### src/rtl/conv_unit_mc_pkg.sv
// Shared definitions for the multi-channel convolution unit: binary32 constants,
// controller state encoding and the window tap-slice helper.
package conv_pkg;

  localparam logic [31:0] FP32_POS_ZERO = 32'h0000_0000;
  localparam logic [31:0] FP32_SIGN_BIT = 32'h8000_0000;
  localparam logic [31:0] FP32_QNAN     = 32'h7FC0_0000;
  localparam int          MAX_TAPS      = 49;

  typedef enum logic [2:0] {
    S_IDLE = 3'd0,
    S_MAC  = 3'd1,
    S_WAIT = 3'd2,
    S_BIAS = 3'd3,
    S_OUT  = 3'd4
  } conv_state_e;

  // Tap i of a raster-packed window; callers zero-extend narrower windows.
  function automatic logic [31:0] tap_slice(input logic [MAX_TAPS*32-1:0] vec,
                                            input logic [5:0]              idx);
    return vec[32*int'(idx) +: 32];
  endfunction

  function automatic logic fp32_is_neg(input logic [31:0] v);
    return (v & FP32_SIGN_BIT) != 32'h0000_0000;
  endfunction

endpackage

### src/rtl/conv_unit_mc_fp.sv
// Combinational binary32 multiplier and adder: round-to-nearest-even,
// denormals flushed to signed zero, overflow to infinity, NaN propagated.
module float_mul
  import conv_pkg::*;
(
  input  logic [31:0] a,
  input  logic [31:0] b,
  output logic [31:0] y
);
  logic              sign_s, a_zero_s, b_zero_s, a_inf_s, b_inf_s, a_nan_s, b_nan_s;
  logic              guard_s, sticky_s, inc_s;
  logic [47:0]       prod_s;
  logic [22:0]       mant_s;
  logic [23:0]       mant_rnd_s;
  logic signed [9:0] exp_s, exp_rnd_s;

  // Product, normalisation, rounding and special-case selection
  always_comb begin
    a_zero_s   = (a[30:23] == 8'h00);
    b_zero_s   = (b[30:23] == 8'h00);
    a_inf_s    = (a[30:23] == 8'hFF) && (a[22:0] == 23'd0);
    b_inf_s    = (b[30:23] == 8'hFF) && (b[22:0] == 23'd0);
    a_nan_s    = (a[30:23] == 8'hFF) && (a[22:0] != 23'd0);
    b_nan_s    = (b[30:23] == 8'hFF) && (b[22:0] != 23'd0);
    sign_s     = a[31] ^ b[31];
    prod_s     = 48'({1'b1, a[22:0]}) * 48'({1'b1, b[22:0]});
    exp_s      = $signed({2'b00, a[30:23]}) + $signed({2'b00, b[30:23]}) - 10'sd127;
    if (prod_s[47]) begin
      mant_s   = prod_s[46:24];
      guard_s  = prod_s[23];
      sticky_s = |prod_s[22:0];
      exp_s    = exp_s + 10'sd1;
    end else begin
      mant_s   = prod_s[45:23];
      guard_s  = prod_s[22];
      sticky_s = |prod_s[21:0];
    end
    inc_s      = guard_s & (sticky_s | mant_s[0]);
    mant_rnd_s = {1'b0, mant_s} + {23'd0, inc_s};
    exp_rnd_s  = exp_s + (mant_rnd_s[23] ? 10'sd1 : 10'sd0);

    if (a_nan_s || b_nan_s || (a_inf_s && b_zero_s) || (b_inf_s && a_zero_s)) begin
      y = FP32_QNAN;
    end else if (a_inf_s || b_inf_s) begin
      y = {sign_s, 8'hFF, 23'd0};
    end else if (a_zero_s || b_zero_s) begin
      y = {sign_s, 31'd0};
    end else if (exp_rnd_s >= 10'sd255) begin
      y = {sign_s, 8'hFF, 23'd0};
    end else if (exp_rnd_s <= 10'sd0) begin
      y = {sign_s, 31'd0};
    end else begin
      y = {sign_s, exp_rnd_s[7:0], mant_rnd_s[22:0]};
    end
  end

endmodule

module float_add
  import conv_pkg::*;
(
  input  logic [31:0] a,
  input  logic [31:0] b,
  output logic [31:0] y
);
  logic              a_zero_s, b_zero_s, a_inf_s, b_inf_s, a_nan_s, b_nan_s;
  logic              a_big_s, inc_s;
  logic [31:0]       big_s, sml_s;
  logic [7:0]        ediff_s;
  logic [4:0]        shift_s, lz_s;
  logic [53:0]       align_s;
  logic [26:0]       big_m_s, sml_m_s, diff_s, norm_s;
  logic [27:0]       sum_s;
  logic [23:0]       mant_rnd_s;
  logic signed [9:0] exp_s, exp_rnd_s;

  // Alignment with sticky, add/subtract, normalisation, rounding, specials
  always_comb begin
    a_zero_s = (a[30:23] == 8'h00);
    b_zero_s = (b[30:23] == 8'h00);
    a_inf_s  = (a[30:23] == 8'hFF) && (a[22:0] == 23'd0);
    b_inf_s  = (b[30:23] == 8'hFF) && (b[22:0] == 23'd0);
    a_nan_s  = (a[30:23] == 8'hFF) && (a[22:0] != 23'd0);
    b_nan_s  = (b[30:23] == 8'hFF) && (b[22:0] != 23'd0);
    a_big_s  = (a[30:0] >= b[30:0]);
    big_s    = a_big_s ? a : b;
    sml_s    = a_big_s ? b : a;
    ediff_s  = big_s[30:23] - sml_s[30:23];
    shift_s  = (ediff_s > 8'd27) ? 5'd27 : ediff_s[4:0];
    big_m_s  = {1'b1, big_s[22:0], 3'b000};
    align_s  = {1'b1, sml_s[22:0], 3'b000, 27'd0} >> shift_s;
    sml_m_s  = align_s[53:27] | {26'd0, |align_s[26:0]};
    sum_s    = {1'b0, big_m_s} + {1'b0, sml_m_s};
    diff_s   = big_m_s - sml_m_s;
    lz_s     = 5'd0;
    for (int i = 0; i < 27; i++) begin
      if (diff_s[i]) lz_s = 5'(26 - i);
      else           lz_s = lz_s;
    end
    exp_s = $signed({2'b00, big_s[30:23]});
    if (big_s[31] == sml_s[31]) begin
      if (sum_s[27]) begin
        norm_s = sum_s[27:1] | {26'd0, sum_s[0]};
        exp_s  = exp_s + 10'sd1;
      end else begin
        norm_s = sum_s[26:0];
      end
    end else begin
      norm_s = diff_s << lz_s;
      exp_s  = exp_s - $signed({5'd0, lz_s});
    end
    inc_s      = norm_s[2] & (norm_s[1] | norm_s[0] | norm_s[3]);
    mant_rnd_s = {1'b0, norm_s[25:3]} + {23'd0, inc_s};
    exp_rnd_s  = exp_s + (mant_rnd_s[23] ? 10'sd1 : 10'sd0);

    // A missing hidden bit after normalisation means exact cancellation
    if (a_nan_s || b_nan_s || (a_inf_s && b_inf_s && (a[31] != b[31]))) begin
      y = FP32_QNAN;
    end else if (a_inf_s) begin
      y = a;
    end else if (b_inf_s) begin
      y = b;
    end else if (a_zero_s && b_zero_s) begin
      y = {a[31] & b[31], 31'd0};
    end else if (a_zero_s) begin
      y = b;
    end else if (b_zero_s) begin
      y = a;
    end else if (!norm_s[26]) begin
      y = FP32_POS_ZERO;
    end else if (exp_rnd_s >= 10'sd255) begin
      y = {big_s[31], 8'hFF, 23'd0};
    end else if (exp_rnd_s <= 10'sd0) begin
      y = {big_s[31], 31'd0};
    end else begin
      y = {big_s[31], exp_rnd_s[7:0], mant_rnd_s[22:0]};
    end
  end

endmodule

### src/rtl/conv_unit_mc.sv
// Multi-channel convolution unit: accumulates IN_CHANNELS KxK windows one tap per
// cycle through a shared binary32 multiplier/adder, then adds bias and optional ReLU.
module conv_unit_mc
  import conv_pkg::*;
#(
  parameter int DATA_WIDTH  = 32,
  parameter int KERNEL_SIZE = 3,
  parameter int IN_CHANNELS = 4,
  parameter bit RELU_EN     = 1'b1
) (
  input  logic                                       clk,
  input  logic                                       reset,
  input  logic                                       in_valid,
  output logic                                       in_ready,
  input  logic [KERNEL_SIZE*KERNEL_SIZE*DATA_WIDTH-1:0] filter,
  input  logic [KERNEL_SIZE*KERNEL_SIZE*DATA_WIDTH-1:0] image,
  input  logic [DATA_WIDTH-1:0]                      bias,
  output logic                                       out_valid,
  input  logic                                       out_ready,
  output logic [DATA_WIDTH-1:0]                      result,
  output logic                                       busy
);
  localparam int TAPS  = KERNEL_SIZE * KERNEL_SIZE;
  localparam int TAP_W = (TAPS > 1) ? $clog2(TAPS) : 1;
  localparam int CH_W  = $clog2(IN_CHANNELS) + 1;
  localparam logic [TAP_W-1:0] LAST_TAP = TAP_W'(TAPS - 1);
  localparam logic [CH_W-1:0]  LAST_CH  = CH_W'(IN_CHANNELS - 1);

  conv_state_e                  state_r, next_state_s;
  logic [TAPS*DATA_WIDTH-1:0]   filter_r, image_r;
  logic [DATA_WIDTH-1:0]        bias_r, acc_r, result_r;
  logic [TAP_W-1:0]             tap_r;
  logic [CH_W-1:0]              ch_r;
  logic [MAX_TAPS*32-1:0]       filter_ext_s, image_ext_s;
  logic [31:0]                  mul_a_s, mul_b_s, prod_s, add_b_s, sum_s, relu_s;

  // Zero-extend the captured windows to the helper's fixed width and pick the operands
  always_comb begin
    filter_ext_s                  = '0;
    image_ext_s                   = '0;
    filter_ext_s[TAPS*32-1:0]     = filter_r;
    image_ext_s[TAPS*32-1:0]      = image_r;
    mul_a_s = tap_slice(filter_ext_s, 6'(tap_r));
    mul_b_s = tap_slice(image_ext_s, 6'(tap_r));
    add_b_s = (state_r == S_BIAS) ? bias_r : prod_s;
    relu_s  = (RELU_EN && fp32_is_neg(sum_s)) ? FP32_POS_ZERO : sum_s;
  end

  float_mul u_mul (.a(mul_a_s), .b(mul_b_s), .y(prod_s));
  float_add u_add (.a(acc_r),   .b(add_b_s), .y(sum_s));

  // State register
  always_ff @(posedge clk or negedge reset) begin
    if (!reset) state_r <= S_IDLE;
    else        state_r <= next_state_s;
  end

  // Next-state logic
  always_comb begin
    next_state_s = state_r;
    case (state_r)
      S_IDLE:  next_state_s = in_valid ? S_MAC : S_IDLE;
      S_MAC: begin
        if (tap_r == LAST_TAP) next_state_s = (ch_r == LAST_CH) ? S_BIAS : S_WAIT;
        else                   next_state_s = S_MAC;
      end
      S_WAIT:  next_state_s = in_valid ? S_MAC : S_WAIT;
      S_BIAS:  next_state_s = S_OUT;
      S_OUT:   next_state_s = out_ready ? S_IDLE : S_OUT;
      default: next_state_s = S_IDLE;
    endcase
  end

  // Moore outputs decoded from the state register
  always_comb begin
    in_ready  = 1'b0;
    out_valid = 1'b0;
    busy      = (state_r != S_IDLE);
    case (state_r)
      S_IDLE:  in_ready  = 1'b1;
      S_WAIT:  in_ready  = 1'b1;
      S_OUT:   out_valid = 1'b1;
      default: in_ready  = 1'b0;
    endcase
  end

  // Window capture, tap-serial accumulation and result update
  always_ff @(posedge clk or negedge reset) begin
    if (!reset) begin
      filter_r <= '0;
      image_r  <= '0;
      bias_r   <= '0;
      acc_r    <= FP32_POS_ZERO;
      result_r <= FP32_POS_ZERO;
      tap_r    <= '0;
      ch_r     <= '0;
    end else begin
      case (state_r)
        S_IDLE: begin
          if (in_valid) begin
            filter_r <= filter;
            image_r  <= image;
            bias_r   <= bias;
            acc_r    <= FP32_POS_ZERO;
            tap_r    <= '0;
            ch_r     <= '0;
          end
        end
        S_WAIT: begin
          if (in_valid) begin
            filter_r <= filter;
            image_r  <= image;
            tap_r    <= '0;
          end
        end
        S_MAC: begin
          acc_r <= sum_s;
          if (tap_r == LAST_TAP) begin
            tap_r <= '0;
            if (ch_r != LAST_CH) ch_r <= ch_r + CH_W'(1);
          end else begin
            tap_r <= tap_r + TAP_W'(1);
          end
        end
        S_BIAS:  result_r <= relu_s;
        default: result_r <= result_r;
      endcase
    end
  end

  assign result = result_r;

endmodule
### config.mk
export PLATFORM = sky130hd
export DESIGN_NAME = conv_unit_mc
export DESIGN_NICKNAME = d
export VERILOG_FILES = /design/src/rtl/conv_unit_mc_pkg.sv /design/src/rtl/conv_unit_mc_fp.sv /design/src/rtl/conv_unit_mc.sv
export SDC_FILE = /design/constraint.sdc
export NUM_CORES = 2
export LEC_CHECK = 0
export ABC_AREA = 1
export ABC_CLOCK_PERIOD_IN_PS = 37300
export CORE_ASPECT_RATIO = 0.5
export CORE_UTILIZATION = 57
export DETAILED_ROUTE_END_ITERATION = 7
export PLACE_DENSITY = 0.8
export SLEW_MARGIN = 20
export SYNTH_ARGS = -nofsm -noshare
export SYNTH_HDL_FRONTEND = slang
export SYNTH_SLANG_ARGS = --single-unit
### constraint.sdc
create_clock -name clk -period 37.3 [get_ports clk]
set_input_delay 3.73 -clock clk [delete_from_list [all_inputs] [get_ports clk]]
set_output_delay 3.73 -clock clk [all_outputs]
set_load 0.005 [all_outputs]
# Yosys cells after proc, flatten, opt, wreduce, memory -nomap -nowiden
# Cells that the tools add are included.
dict set report op_classes {
  add_sub_neg 14
  mul 1
  n_lt_le_gt_ge 6
  n_eq_ne 17
  shift 4
  muxes 73
  n_bitwise 9
  reduce_logical 45
}
# operator n
set ops {}
lappend ops {{1568-bit by 10-bit variable part select with 32-bit output} 2}
lappend ops {{32-bit two-way mux} 12}
lappend ops {{31-bit two-way mux} 7}
lappend ops {{5-bit two-way mux} 28}
lappend ops {{23-bit logical NOT} 4}
lappend ops {{23-bit nonzero test} 4}
lappend ops {{32-bit case mux with 2 select lines} 1}
lappend ops {{27-bit two-way mux} 2}
lappend ops {{27-bit by 1-bit bitwise OR with 27-bit output} 2}
lappend ops {{54-bit by 5-bit right shift with 54-bit output} 1}
lappend ops {{23-bit by 1-bit adder with 24-bit output} 2}
lappend ops {{24-bit by 24-bit multiplier with 48-bit output} 1}
lappend ops {{8-bit equality test (second input constant)} 4}
lappend ops {{8-bit logical NOT} 4}
lappend ops {{31-bit greater-or-equal comparator} 1}
lappend ops {{10-bit two-way mux} 3}
lappend ops {{27-bit by 27-bit adder with 28-bit output} 1}
lappend ops {{27-bit OR reduction} 1}
lappend ops {{27-bit by 5-bit left shift with 27-bit output} 1}
lappend ops {{27-bit subtractor} 1}
lappend ops {{23-bit two-way mux} 1}
lappend ops {{23-bit OR reduction} 1}
lappend ops {{22-bit OR reduction} 1}
lappend ops {{10-bit adder} 2}
lappend ops {{other kinds (38)} 82}
dict set report word_totals {
  regBits 682
}

# Longest topological paths before layout
dict set report logic_depth {
  depth_word 71
  ltp_mapped 164
}

# By module
# A second synthesis with hierarchy kept.
dict set report hier_totals {
  cells_unflattened 9425
  hier_area_um2 66242.3
}
# mod n_inst cells_each area_per_inst_um2 seq_area_each_um2
set modules_own_cells {}
lappend modules_own_cells {conv_unit_mc 1 3934 31938.1 17041.3}
lappend modules_own_cells {float_mul 1 3322 23233.5 0.0}
lappend modules_own_cells {float_add 1 2169 11070.6 0.0}

# Worst setup path after synthesis
# OpenSTA, ideal clock, no wires.
dict set report synth_path {
  kind {flip-flop to flip-flop}
  startpoint {reg tap_r[1]}
  endpoint {reg acc_r[25]}
  setup_ns 0.149
  t_arrival_ns 21.189
  path_slack_ns 15.962
  path_stages_with_launch 151
  path_buffers 10
  period_less_slack_ns 21.338
  path_cell_list {dfrtp_1 -> buf_4 -> clkinv_2 -> nand2_1 -> buf_2 -> clkbuf_1 -> o221ai_1 -> nand2_1 -> o211ai_1 -> o21ai_1 -> clkbuf_1 -> nand2_1 -> fa_1 -> inv_1 -> fa_1 -> inv_1 -> fa_1 -> inv_1 -> [115 not listed] -> nand4_1 -> nor3_1 -> ha_1 -> ha_1 -> nand2_1 -> nor3_1 -> nand2_1 -> nor3_1 -> xor2_1 -> nand2_1 -> nor4_1 -> inv_1 -> nand2_1 -> o21ai_0 -> nand2_1 -> o21ai_0 -> a2111oi_0 -> o22ai_1}
}
dict set report synth_between {
  elab_chain_cells 71
}
# item line_no
set synth_lines {}
lappend synth_lines {{start, declared} conv_unit_mc.sv:32} ;# logic [TAP_W-1:0] tap_r;
lappend synth_lines {{start signal, assigned} conv_unit_mc.sv:122} ;# tap_r <= tap_r + TAP_W'(1);
lappend synth_lines {{1568-bit by 10-bit variable part select with 32-bit output} conv_unit_mc_pkg.sv:21} ;# return vec[32*int'(idx) +: 32];
lappend synth_lines {{24-bit by 24-bit multiplier with 48-bit output} conv_unit_mc_fp.sv:26} ;# prod_s = 48'({1'b1, a[22:0]}) * 48'({1'b1, b[22:0]});
lappend synth_lines {{23-bit OR reduction or 22-bit OR reduction (tied branches)} {conv_unit_mc_fp.sv:31, conv_unit_mc_fp.sv:36}}
lappend synth_lines {{1-bit two-way mux} conv_unit_mc_fp.sv:28} ;# if (prod_s[47]) begin
lappend synth_lines {{1-bit bitwise OR} conv_unit_mc_fp.sv:38} ;# inc_s = guard_s & (sticky_s | mant_s[0]);
lappend synth_lines {{1-bit bitwise AND} conv_unit_mc_fp.sv:38}
lappend synth_lines {{23-bit by 1-bit adder with 24-bit output} conv_unit_mc_fp.sv:39} ;# mant_rnd_s = {1'b0, mant_s} + {23'd0, inc_s};
lappend synth_lines {{1-bit two-way mux} conv_unit_mc_fp.sv:40} ;# exp_rnd_s = exp_s + (mant_rnd_s[23] ? 10'sd1 : 10'sd0);
lappend synth_lines {{[55 not listed]} -}
lappend synth_lines {{32-bit two-way mux} conv_unit_mc_fp.sv:129} ;# end else if (!norm_s[26]) begin
lappend synth_lines {{32-bit two-way mux} conv_unit_mc_fp.sv:127} ;# end else if (b_zero_s) begin
lappend synth_lines {{32-bit two-way mux} conv_unit_mc_fp.sv:125} ;# end else if (a_zero_s) begin
lappend synth_lines {{32-bit two-way mux} conv_unit_mc_fp.sv:123} ;# end else if (a_zero_s && b_zero_s) begin
lappend synth_lines {{32-bit two-way mux} conv_unit_mc_fp.sv:121} ;# end else if (b_inf_s) begin
lappend synth_lines {{32-bit two-way mux} conv_unit_mc_fp.sv:119} ;# end else if (a_inf_s) begin
lappend synth_lines {{32-bit two-way mux *} conv_unit_mc_fp.sv:117} ;# if (a_nan_s || b_nan_s || (a_inf_s && b_inf_s && (a[31] != b[31]))) begin
lappend synth_lines {{32-bit case mux with 2 select lines *} conv_unit_mc.sv:98} ;# case (state_r)
lappend synth_lines {{end signal, assigned} conv_unit_mc.sv:117} ;# acc_r <= sum_s;
lappend synth_lines {{end, declared} conv_unit_mc.sv:31} ;# logic [DATA_WIDTH-1:0] bias_r, acc_r, result_r;
# Mark *: on every way between the ends. The rest lies on a longest branch, timed or not.
# A chain may end at the register's enable or synchronous reset.

# Worst setup path in the final report
# Same ends and word-level chain as after synthesis.

==> results.cfg <==
[outcome]
status = completed

[drt]
via_count = 56870
firstDrtPassIters = 6
drc = 0
routed_wirelength_um = 212100
vias_per_cell = 5.833
dr.first_iter.drc_count = 6195
drt-wirelength-per-cell_um = 21.76
ant_nets = 0

[finish]
nNetsFinal = 9577
drive_gt1_share_pct = 11.57
fill_cells = 8744
syn_to_final_growth_pct = 15.95

[floorplan]
core_um2 = 107900
die_area_um2 = 110700
fp-row-count = 85
die_w_um = 469.5
io_pins = 647
start_util_pct = 57.70
die_y_um = 235.7

[global_route]
grt_pass1_wl_um = 324700
grt_max_degree = 185
grt_usage_pct = 38.00
first_global_vias = 55820
overflow = 0
antenna_found_initial = 75

[worst_setup_path]
cp_max_fo = 76
cpMaxStageDelayCell = nand3_1
cpPeakStageDelay_ns = 0.72
cp.required_ns = 37.79
critPathKind = reg2reg
critPathCaptureType = flop
cpMostUsedCell = nand2_1
critPathLaunchType = flop
critPathArrivalTime_ns = 28.35

[worst_hold_path]
min_path_type = reg2reg

[clocking]
post_cts_buffers = 0
clk_latency_ns = 0.70
cts_tree = built
clkSinkCount = 681
root_buffer = clkbuf_16
clk_path_buf_depth = 3
path_clk_slew_ns = 0.07
htree_levels = 2
cts_made_buffers = 60
cts_hold_buf = 0
cts-resized-gates = 0

[yosys]
synthMostInstantiatedCell = nand2_1
ys_top_cells_by_count = nand2_1, inv_1, dfrtp_1
yosysTopAreaCell = dfrtp_1
synthCells = 7783
syn_nets = 9161
yosys_warnings = 0
post-synth-top-area-fraction_pct = 27.36
syn_area_per_cell_um2 = 8.002
syn-cell-area_um2 = 62280
yosys-top-cells-area = dfrtp_1, fa_1, nand2_1, mux2_2, inv_1
synth.distinct_cells = 77
async_flop_share_pct = 100.0
synth_seq_cells = 681
ys_seq_area_share_pct = 27.36
synth-edff-count = 0
ys.flop_type = dfrtp_1

[placement]
dp_hpwl_um = 160300
place.gp.congestion = 1.009
io_buffers = 645

[sta]
fin_tns_setup_ns = 0
skew_ns = 0.06318
worstMarginPinSlew_ns = 1.148
fmaxAchievable_ghz = 0.03589
period_share_pct = 74.70
final_hold_viol_count = 0
rsz0062_at_grt = no
slew_violations = 0
setup_viol = 0
min_period_ns = 27.86
slew-limit-headroom_pct = 22.99

[flow_run]
cap_viol_max_count = 0
[routing by layer]
metal | global-route usage, % | routed length [um] | vias to the layer above
li1 | - | - | 25700
met2 | 57.97 | 93320 | 3207
met4 | 19.25 | 11940 | 20
met1 | 49.93 | 83350 | 27310
met3 | 10.22 | 23410 | 637
met5 | 0 | 126 | -
[worst max-delay path, delay by kind of cell (launching register included)]
family	cells	cell delay (ns)
AOI/OAI and AO/OA	20	4.65
xor gates and xnor gates	2	0.44
adders and majority gates	15	5.84
buffers and inverters	24	4.95
DFF	1	0.41
and+or+nand+nor	78	11.30
[through the flow]
step	instance area (um2)	setup slack [ns]	hold slack, ns	std cells	utilization [%]
2_1_floorplan	62280	15.96	0.4345	7783	-
3_3_place_gp	69890	10.88	0.4511	9572	64.75
3_5_place_dp	69890	10.04	0.4531	9572	64.75
4_1_cts	72040	9.989	0.4692	9683	66.73
5_1_grt	72200	6.750	0.4983	9745	66.88
6_report	72210	9.439	0.4676	9751	66.90
[worst paths after layout]
path	end	depth (start not counted)	startpoint	slack, ns
min in group asynchronous	result[19]	1	reset	3.15
min reg2reg	bias_r[27]	2	bias_r[27]	0.47
max in group asynchronous	filter_r[106]	5	reset	30.59
min	bias_r[27]	2	bias_r[27]	0.47
max	acc_r[25]	139	tap_r[1]	9.44
max reg2reg	acc_r[25]	139	tap_r[1]	9.44
[flip-flops by register name, summed over array words and instances (netlist names)]
| register | cells |
|---|---|
| state_r | 3 |
| acc_r | 32 |
| result | 31 |
| filter_r | 288 |
| ch_r | 3 |
| tap_r | 4 |
| image_r | 288 |
| bias_r | 32 |
[kinds of logic (layout without fill, tap and decap cells)]
group | Yosys count | in the layout | synth area share [%]
other | 1 | 69 | 0.006021
muxes | 514 | 514 | 9.289
buffers and inverters | 1720 | 2185 | 10.74
AOI/OAI and AO/OA | 876 | 876 | 8.420
xor gates and xnor gates | 94 | 94 | 1.358
and+or+nand+nor | 3131 | 3131 | 21.59
DFF | 681 | 681 | 27.36
adders and majority gates | 766 | 766 | 21.23
[final cells by class]
type                            count  area (um2)  area share, %
Inverter                         1347        5069          7.019
Antenna cell                       68       170.2         0.2356
Sequential cell                   681       17050          23.61
Timing Repair Buffer              727        7122          9.862
Clock inverter                     28       415.4         0.5752
Tap cell                         1435        1795          2.486
Clock buffer                       83        1728          2.393
Multi-Input combinational cell   5382       38860          53.82
[placed cells by master, fill, tap and decap left out, drive strengths merged, types with 6 or more instances in the layout]
cell type / synthesis / layout
nand2: 1998 / 1998
inv: 1337 / 1341
dfrtp: 681 / 681
clkdlybuf4s50: 0 / 644
nand3: 599 / 599
mux2: 512 / 512
fa: 485 / 485
nor2: 337 / 337
o21ai: 320 / 320
ha: 281 / 281
a21oi: 269 / 269
o221ai: 110 / 110
nand4: 90 / 90
buf: 121 / 83
clkbuf: 252 / 83
xor2: 72 / 72
diode: 0 / 68
o22ai: 48 / 48
o211ai: 43 / 43
nor3: 39 / 39
nor4: 34 / 34
xnor2: 22 / 22
clkinv: 10 / 22
or2: 19 / 19
a31oi: 13 / 13
a21o: 10 / 10
o31ai: 10 / 10
o21bai: 10 / 10
a22o: 8 / 8
bufinv: 0 / 8
a211oi: 6 / 6
nand3b: 6 / 6
Power is left out: the tool's default activity adds up to more than one toggle a clock period on the data nets, which glitch-free logic cannot reach.
